--- config.mk ---
export PLATFORM = sky130hd
export DESIGN_NAME = filter_bank_router
export DESIGN_NICKNAME = d
export VERILOG_FILES = /design/src/rtl/filter_bank_pkg.sv /design/src/rtl/audio_sat_round.sv /design/src/rtl/filter_bank_router.sv
export SDC_FILE = /design/constraint.sdc
export NUM_CORES = 1
export LEC_CHECK = 0
export CAP_MARGIN = 20
export CORE_MARGIN = 1.5
export CORE_UTILIZATION = 43
export DETAILED_ROUTE_END_ITERATION = 10
export GPL_TIMING_DRIVEN = 0
export PLACE_DENSITY = 0.88
export SKIP_CTS_REPAIR_TIMING = 1
export SLEW_MARGIN = 20
export SYNTH_ARGS = -nofsm -noshare
export SYNTH_HDL_FRONTEND = slang
export SYNTH_SLANG_ARGS = --single-unit
--- constraint.sdc ---
create_clock -name clock -period 2.65 [get_ports clock]
set_input_delay 0.53 -clock clock [delete_from_list [all_inputs] [get_ports clock]]
set_output_delay 0.53 -clock clock [all_outputs]
set_load 0.1 [all_outputs]
--- src/rtl/filter_bank_pkg.sv ---
// rtl/filter_bank_pkg.sv - shared state type, default widths and sel-width helper for the filter bank router
package filter_bank_pkg;

    typedef enum logic [1:0] {
        IDLE,
        SEND,
        COLLECT,
        OUT
    } state_t;

    localparam int DEF_N_FILT  = 3;
    localparam int DEF_AUDIO_W = 16;
    localparam int DEF_ACC_W   = 32;
    localparam int DEF_SHIFT   = 15;
    localparam int DEF_TIMEOUT = 255;
    localparam int DEF_XF_LOG2 = 6;

    // One code beyond the last filter index is needed for the bypass selection.
    function automatic int sel_width(input int n_filt);
        return $clog2(n_filt + 1);
    endfunction

endpackage

--- src/rtl/audio_sat_round.sv ---
// rtl/audio_sat_round.sv - round-half-up, arithmetic right shift and saturate an accumulator to audio width
module audio_sat_round #(
    parameter int ACC_W   = 32,
    parameter int AUDIO_W = 16,
    parameter int SHIFT   = 15
) (
    input  logic signed [ACC_W-1:0]   acc,
    output logic signed [AUDIO_W-1:0] sample
);

    localparam logic signed [ACC_W:0] RND   = (ACC_W+1)'(1) << (SHIFT - 1);
    localparam logic signed [ACC_W:0] MAX_V = (ACC_W+1)'((64'sd1 <<< (AUDIO_W - 1)) - 64'sd1);
    localparam logic signed [ACC_W:0] MIN_V = ~MAX_V;

    logic signed [ACC_W:0] sum;
    logic signed [ACC_W:0] shifted;

    // One guard bit keeps the rounding add from wrapping near full scale.
    always_comb begin
        sum     = $signed({acc[ACC_W-1], acc}) + RND;
        shifted = sum >>> SHIFT;
        if (shifted > MAX_V) begin
            sample = MAX_V[AUDIO_W-1:0];
        end else if (shifted < MIN_V) begin
            sample = MIN_V[AUDIO_W-1:0];
        end else begin
            sample = shifted[AUDIO_W-1:0];
        end
    end

endmodule

--- src/rtl/filter_bank_router.sv ---
// rtl/filter_bank_router.sv - broadcasts each sample to a bank of FIR cores and returns the selected, scaled output
// Optional crossfade on filter switch: define FILTER_XFADE_EN.
module filter_bank_router
    import filter_bank_pkg::*;
#(
    parameter int N_FILT  = DEF_N_FILT,
    parameter int AUDIO_W = DEF_AUDIO_W,
    parameter int ACC_W   = DEF_ACC_W,
    parameter int SHIFT   = DEF_SHIFT,
    parameter int TIMEOUT = DEF_TIMEOUT,
    parameter int XF_LOG2 = DEF_XF_LOG2
) (
    input  logic                              clock,
    input  logic                              reset,
    input  logic [sel_width(N_FILT)-1:0]      sel,
    input  logic                              ready,
    input  logic signed [AUDIO_W-1:0]         audio_in,
    output logic signed [AUDIO_W-1:0]         audio_out,
    output logic                              done,
    output logic                              overrun,
    output logic                              timeout,
    output logic [N_FILT-1:0]                 flt_s_tvalid,
    input  logic [N_FILT-1:0]                 flt_s_tready,
    output logic signed [AUDIO_W-1:0]         flt_s_tdata,
    input  logic [N_FILT-1:0]                 flt_m_tvalid,
    output logic [N_FILT-1:0]                 flt_m_tready,
    input  logic [N_FILT*ACC_W-1:0]           flt_m_tdata
);

    localparam int SEL_W = sel_width(N_FILT);
    localparam int WD_W  = $clog2(TIMEOUT + 1);

    state_t                     state;
    state_t                     state_next;
    logic [N_FILT-1:0]          sent_mask;
    logic [N_FILT-1:0]          got_mask;
    logic [N_FILT-1:0]          hs_s;
    logic [N_FILT-1:0]          hs_m;
    logic [SEL_W-1:0]           sel_q;
    logic [WD_W-1:0]            wd;
    logic signed [ACC_W-1:0]    captured;
    logic signed [AUDIO_W-1:0]  sample_q;
    logic signed [AUDIO_W-1:0]  sat_out;
    logic                       new_byp;
    logic                       skip_filters;
    logic                       send_done;
    logic                       collect_done;
    logic                       wd_expired;

    assign flt_s_tdata  = sample_q;
    assign flt_s_tvalid = (state == SEND)    ? ~sent_mask : '0;
    assign flt_m_tready = (state == COLLECT) ? ~got_mask  : '0;
    assign hs_s         = flt_s_tvalid & flt_s_tready;
    assign hs_m         = flt_m_tvalid & flt_m_tready;
    assign send_done    = (sent_mask | hs_s) == '1;
    assign collect_done = (got_mask | hs_m) == '1;
    assign wd_expired   = (wd == WD_W'(TIMEOUT - 1));
    assign new_byp      = (sel >= SEL_W'(N_FILT));

`ifdef FILTER_XFADE_EN
    localparam int K     = 1 << XF_LOG2;
    localparam int MIX_W = ACC_W + XF_LOG2 + 2;

    logic [SEL_W-1:0]           cur_sel;
    logic [SEL_W-1:0]           old_sel;
    logic                       fading;
    logic [XF_LOG2:0]           fade_k;
    logic signed [ACC_W-1:0]    old_cap;
    logic signed [MIX_W-1:0]    w_new;
    logic signed [MIX_W-1:0]    w_old;
    logic signed [MIX_W-1:0]    mix_acc;
    logic signed [MIX_W-1:0]    mix_val;

    // Bypass may skip the bank only when no filter output is needed for the fade.
    always_comb begin
        if (sel != cur_sel) begin
            skip_filters = new_byp && (cur_sel >= SEL_W'(N_FILT));
        end else begin
            skip_filters = new_byp && (!fading || (old_sel >= SEL_W'(N_FILT)));
        end
    end

    always_ff @(posedge clock) begin
        if (reset) begin
            cur_sel <= '0;
            old_sel <= '0;
            fading  <= 1'b0;
            fade_k  <= '0;
            old_cap <= '0;
        end else begin
            if (state == IDLE && ready) begin
                old_cap <= ACC_W'(audio_in) <<< SHIFT;
                if (sel != cur_sel) begin
                    old_sel <= cur_sel;
                    cur_sel <= sel;
                    fading  <= 1'b1;
                    fade_k  <= (XF_LOG2+1)'(1);
                end
            end
            if (state == COLLECT) begin
                for (int i = 0; i < N_FILT; i++) begin
                    if (hs_m[i] && old_sel == SEL_W'(i)) begin
                        old_cap <= flt_m_tdata[i*ACC_W +: ACC_W];
                    end
                end
            end
            if (state == OUT && fading) begin
                if (fade_k == (XF_LOG2+1)'(K)) begin
                    fading <= 1'b0;
                end else begin
                    fade_k <= fade_k + 1'b1;
                end
            end
        end
    end

    always_comb begin
        w_new   = MIX_W'($signed({1'b0, fade_k}));
        w_old   = MIX_W'(K) - w_new;
        mix_acc = MIX_W'(old_cap) * w_old + MIX_W'(captured) * w_new;
        mix_val = fading ? (mix_acc >>> XF_LOG2) : MIX_W'(captured);
    end

    audio_sat_round #(
        .ACC_W  (MIX_W),
        .AUDIO_W(AUDIO_W),
        .SHIFT  (SHIFT)
    ) u_sat (
        .acc   (mix_val),
        .sample(sat_out)
    );
`else
    assign skip_filters = new_byp;

    audio_sat_round #(
        .ACC_W  (ACC_W),
        .AUDIO_W(AUDIO_W),
        .SHIFT  (SHIFT)
    ) u_sat (
        .acc   (captured),
        .sample(sat_out)
    );
`endif

    always_ff @(posedge clock) begin
        if (reset) begin
            state <= IDLE;
        end else begin
            state <= state_next;
        end
    end

    // Completing a phase takes priority over the watchdog in the same cycle.
    always_comb begin
        state_next = state;
        case (state)
            IDLE: begin
                if (ready) begin
                    state_next = skip_filters ? OUT : SEND;
                end
            end
            SEND: begin
                if (send_done) begin
                    state_next = COLLECT;
                end else if (wd_expired) begin
                    state_next = IDLE;
                end
            end
            COLLECT: begin
                if (collect_done) begin
                    state_next = OUT;
                end else if (wd_expired) begin
                    state_next = IDLE;
                end
            end
            OUT:     state_next = IDLE;
            default: state_next = IDLE;
        endcase
    end

    always_ff @(posedge clock) begin
        if (reset) begin
            sent_mask <= '0;
            got_mask  <= '0;
            sel_q     <= '0;
            wd        <= '0;
            captured  <= '0;
            sample_q  <= '0;
            audio_out <= '0;
            done      <= 1'b0;
            overrun   <= 1'b0;
            timeout   <= 1'b0;
        end else begin
            done <= 1'b0;
            if (ready && state != IDLE) begin
                overrun <= 1'b1;
            end
            case (state)
                IDLE: begin
                    if (ready) begin
                        sample_q  <= audio_in;
                        sel_q     <= sel;
                        sent_mask <= '0;
                        got_mask  <= '0;
                        wd        <= '0;
                        // Bypass value pre-scaled so the shared rounding path returns it unchanged.
                        captured  <= ACC_W'(audio_in) <<< SHIFT;
                    end
                end
                SEND: begin
                    sent_mask <= sent_mask | hs_s;
                    wd        <= wd + 1'b1;
                    if (!send_done && wd_expired) begin
                        timeout <= 1'b1;
                    end
                end
                COLLECT: begin
                    got_mask <= got_mask | hs_m;
                    wd       <= wd + 1'b1;
                    for (int i = 0; i < N_FILT; i++) begin
                        if (hs_m[i] && sel_q == SEL_W'(i)) begin
                            captured <= flt_m_tdata[i*ACC_W +: ACC_W];
                        end
                    end
                    if (!collect_done && wd_expired) begin
                        timeout <= 1'b1;
                    end
                end
                OUT: begin
                    audio_out <= sat_out;
                    done      <= 1'b1;
                end
                default: ;
            endcase
        end
    end

endmodule

Word level (Yosys, flattened, before mapping)
Cells that the tools add are included.

Bits in registers: 85. Latch bits: 0. Memory bits (writable): 0. ROM bits: 0. Input bits: 123. Logic and storage cells: 80. Memories: 0.

$add $sub $neg: 2. Multiply operators: 0. Div/mod/pow operators: 0. Magnitude comparators: 3. Eq/ne operators: 12. Shifts and indexed selects: 0. Multiplexer cells: 24. Bitwise gates (word level): 6. Reduce and logical (&&, ||, !) cells: 22.

Operator list (number): $mux W32 (4); $pmux W32 S2 (1); $add A32 B16 Y33 const B (1); $mux W16 (2); $gt A18 B16 Y1 const B (1); $lt A18 B16 Y1 const B (1); $pmux W8 S2 (1); $pmux W3 S2 (2); $mux W2 (5); $reduce_bool A2 Y1 (5); $mux W3 (3); $add A8 B1 Y8 const B (1); $eq A8 B8 Y1 const B (1); $mux W8 (1); $pmux W2 S4 (1); $reduce_and A2 Y1 (4); $and A3 B3 Y3 (2); $eq A2 B2 Y1 const B (3); $eq A3 B3 Y1 const B (2); $logic_and A1 B1 Y1 (6); $not A3 Y3 (2); $or A3 B3 Y3 (2); $reduce_and A3 Y1 (2); $eq A2 B1 Y1 const B (2); other kinds (9) (14).

Depth between registers and ports, before layout
Depth after elaboration: 9. Mapped depth: 9. Depth with buffers taken out: 7.

Modules after synthesis
From an unflattened synthesis, not the netlist that was laid out.

Cells, all modules: 658. Area, all modules: 5275.1 um2.

By module, submodules not included: filter_bank_router (instances 1, cells an instance 565, area an instance 4699.5 um2, sequential area each 1701.6 um2); audio_sat_round (instances 1, cells an instance 93, area an instance 575.6 um2, sequential area each 0.0 um2).

Worst setup path after synthesis
Ideal clock, no wire load.

Path type: register to output. Start: register state[0]. End: output port flt_m_tready[0]. Data arrival time: 2572 ps. Path slack: -452 ps. Cell stages (with the launch flop): 6. Buffers on the path: 2. Path through: dfxtp_1 -> inv_1 -> ha_1 -> clkbuf_1 -> clkbuf_1 -> nor2b_1.

Longest elaborated chain between the ends: 2.

RTL lines: start: declaration (RTL line filter_bank_router.sv:33) `state_t state;`; start signal: assignment (RTL line filter_bank_router.sv:149) `state <= state_next;`; $eq A2 B2 Y1 (RTL line filter_bank_router.sv:52) `assign flt_m_tready = (state == COLLECT) ? ~got_mask : '0;`; $mux W3 (RTL line filter_bank_router.sv:52); end: declaration (RTL line filter_bank_router.sv:26) `output logic [N_FILT-1:0] flt_m_tready,`.

Every way passes these cells.

Worst setup path in the final report
Start: register state[1]. End: output port flt_m_tready[2].

Same word-level chain as after synthesis.

==> results_dict.tcl <==
set metrics [dict create \
    drt_wl_total_mm 12.3 \
    cts-root-buf "clkbuf_8" \
    grt_max_degree 13 \
    syn_to_final_growth_pct 38.3 \
    dp_hpwl_mm 9.50 \
    io_buffer_count 121 \
    synth-edff-count 0 \
    die_y_microns 99.0 \
    worstSetupEndpointType "output port" \
    worst_pin_slew_ps 983 \
    cts_buffers 9 \
    cp_max_fo 10 \
    ys_warn_count 0 \
    fin_util 0.622 \
    irDropWorstVdd_mv 0.284 \
    crit_arrival_ps 2040 \
    htree_num_levels 3 \
    syn_area_sq_um 3960 \
    reg2reg_depth 8 \
    crit_buf_inv 3 \
    powerDensity_nw_per_um2 508 \
    synth_top_family_by_area "simple AND/OR/NAND/NOR gates" \
    yosys.area.top_type "dfxtp_1" \
    yosys.area_share.simple 0.272 \
    gp_congestion 0.866 \
    row_count 34 \
    synth_cells 492 \
    min_from "flt_s_tdata[7]" \
    mostFrequentLayoutCells "clkdlybuf4s50_1 (115), dfxtp_1 (71), nand2_1 (54)" \
    p_clk_frac 0.275 \
    p_leak_nw 2.05 \
    swShare 0.367 \
    antenna_found_initial 0 \
    comb_power_share 0.290 \
    die-area_sq_um 9800 \
    synth.top_cell.area_share 0.359 \
    die_w_microns 99.0 \
    cpPeakStageDelay_ps 430 \
    p_int_mw 1.76 \
    vias_per_cell 5.74 \
    cpMostUsedCell "clkbuf_2" \
    antenna_cells 0 \
    synth_mux_area_frac 0.00789 \
    drive_above_1_share 0.135 \
    tritoncts "yes" \
    required_ps 2120 \
    cts_sinks 71 \
    clkSlewWorstSetupHoldPaths_ps 90 \
    path_delay_family "buffers and inverters" \
    ys_seq_area_frac 0.359 \
    ys_top_cells_by_area "dfxtp_1 (36%), a21oi_1 (5.4%), nand2_1 (5.1%)" \
    final_common_cell "clkdlybuf4s50_1" \
    place_inst 721 \
    dr.pass1.iters 8 \
    synth_compound_gate_area_share 0.240 \
    instances_no_fill 736 \
    drt-initial-drc-count 295 \
    synth_seq_cells 71 \
    crit_chain "ha_2, clkbuf_2, clkbuf_2, nor2b_2, buf_6" \
    use_met1 0.297 \
    synth-xor-area-share 0.0398 \
    hold_depth 2 \
    layout.nets 754 \
    start_util 0.450 \
    busiest_layer "met2" \
    clock_skew_ps 10.8 \
    status "finished, violations left" \
    grt_pass1_wl_mm 19.2 \
    io_pins 164 \
    crit_path_top_delay_cell "dfxtp_1" \
    relSlewSlack 0.343 \
    wire_per_inst_microns 16.7 \
    final_hold_viol_count 0 \
    ys.flop_type "dfxtp_1" \
    slew_viol_final 0 \
    avgSynthCellArea_sq_um 8.05 \
    grt_pass1_vias 4030 \
    p_sw_mw 1.02 \
    drv_cap 0 \
    fmax_ghz 0.390 \
    clockBufferDepth 2 \
    overflow 0 \
    min_to "flt_s_tdata[7]" \
    synth.distinct_cells 54 \
    p_seq_frac 0.435 \
    ff2ff_setup_slack_ps 320 \
    clkLatencyLatePin_ps 340 \
    r2r-start "state[1]" \
    critPathKind "reg -> out" \
    syn-num-nets 622 \
    rsz0062_at_grt "yes" \
    grtUsageMet2 0.432 \
    met3_usage 0.0369 \
    vias 4223 \
    fin_crit_ps 2570 \
    synthAdderAreaFrac 0.0221 \
    violations "design-rule violations" \
    finalCritPeriodShare 0.969 \
    cp-start-kind "flip-flop" \
    async_reset_ff_frac 0 \
    ant_nets 0 \
    core_sq_um 8810 \
    drc_errors 4 \
    hold_class "reg -> reg" \
    r2r_end "captured[22]" \
    gr-usage-all-layers 0.244 \
    setup_viol_count_final 0 \
]
==> worst register-to-register path: cells and delay by family, from the launching register on <==
kind | cells | cell delay, ps
flops | 1 | 430
simple gates | 3 | 530
fa+ha+maj | 1 | 300
buf+inv | 2 | 390
compound gates | 2 | 540
==> cell families (layout without fill, tap and decap cells) <==
| logic type | Yosys count | in the layout |
|---|---|---|
| and+or+nand+nor | 209 | 209 |
| AOI/OAI and AO/OA | 130 | 130 |
| DFF | 71 | 71 |
| buffers and inverters | 54 | 190 |
| xor gates and xnor gates | 18 | 18 |
| adders and majority gates | 7 | 7 |
| muxes | 3 | 3 |
==> flip-flops by register name, summed over array words and instances, names as in the netlist, 2 cells and up <==
signal	count
got_mask	3
captured	18
state	2
audio_out	16
flt_s_tdata	16
sent_mask	3
wd	8
sel_q	2
==> through the flow <==
step | cell area [sq um] | setup slack (ps) | TNS (ps) | hold slack, ps | power, mW
2_1_floorplan | 3980 | 61.0 | 0 | 448 | 1.75
3_3_place_gp | 5320 | -678 | -2450 | 444 | 2.02
3_5_place_dp | 5320 | -712 | -2690 | 453 | 2.04
4_1_cts | 5490 | -1090 | -4960 | 464 | 2.78
5_1_grt | 5480 | -15.1 | -15.1 | 480 | 2.89
6_report | 5480 | 83.0 | 0 | 461 | 2.78
==> Yosys cell counts, types with 12 or more instances <==
master,n
inv_1,20
a21oi_1,43
a211oi_1,22
and3_1,18
clkbuf_1,23
o21ai_0,21
nor2b_1,12
nor3_1,24
nand2_1,54
dfxtp_1,71
nor2_1,45
o221a_2,15
==> power groups by stage <==
stage,clock [mW],combinational (mW),sequential (mW)
2_1_floorplan,0,0.357,1.39
4_1_cts,0.760,0.807,1.21
3_3_place_gp,0,0.790,1.23
3_5_place_dp,0,0.802,1.23
5_1_grt,0.817,0.853,1.22
6_report,0.766,0.807,1.21
==> layout make-up <==
class / count / area [sq um]
Fill cell: 749 / 3330
Tap cell: 108 / 135
Sequential cell: 71 / 1420
Inverter: 20 / 75.1
Clock buffer: 9 / 124
Buffer: 34 / 165
Multi-Input combinational cell: 367 / 2320
Clock inverter: 6 / 38.8
Timing Repair Buffer: 121 / 1200
==> per-layer routing <==
| metal | vias up | wire length (microns) |
|---|---|---|
| li1 | 2027 | - |
| met1 | 1991 | 5080 |
| met2 | 175 | 6190 |
| met3 | 30 | 698 |
| met4 | 0 | 335 |
| met5 | - | 0 |
==> worst max path at each step <==
stage                     depth (start not counted)     start              end
after global placement                            6  state[0]  flt_m_tready[2]
after CTS                                         5  state[1]  flt_m_tready[2]
after floorplan                                   5  state[0]  flt_m_tready[0]
final                                             5  state[1]  flt_m_tready[2]
after detailed placement                          5  state[1]  flt_m_tready[2]
after global routing                              5  state[1]  flt_m_tready[2]
(Power assumes the default switching activity.)
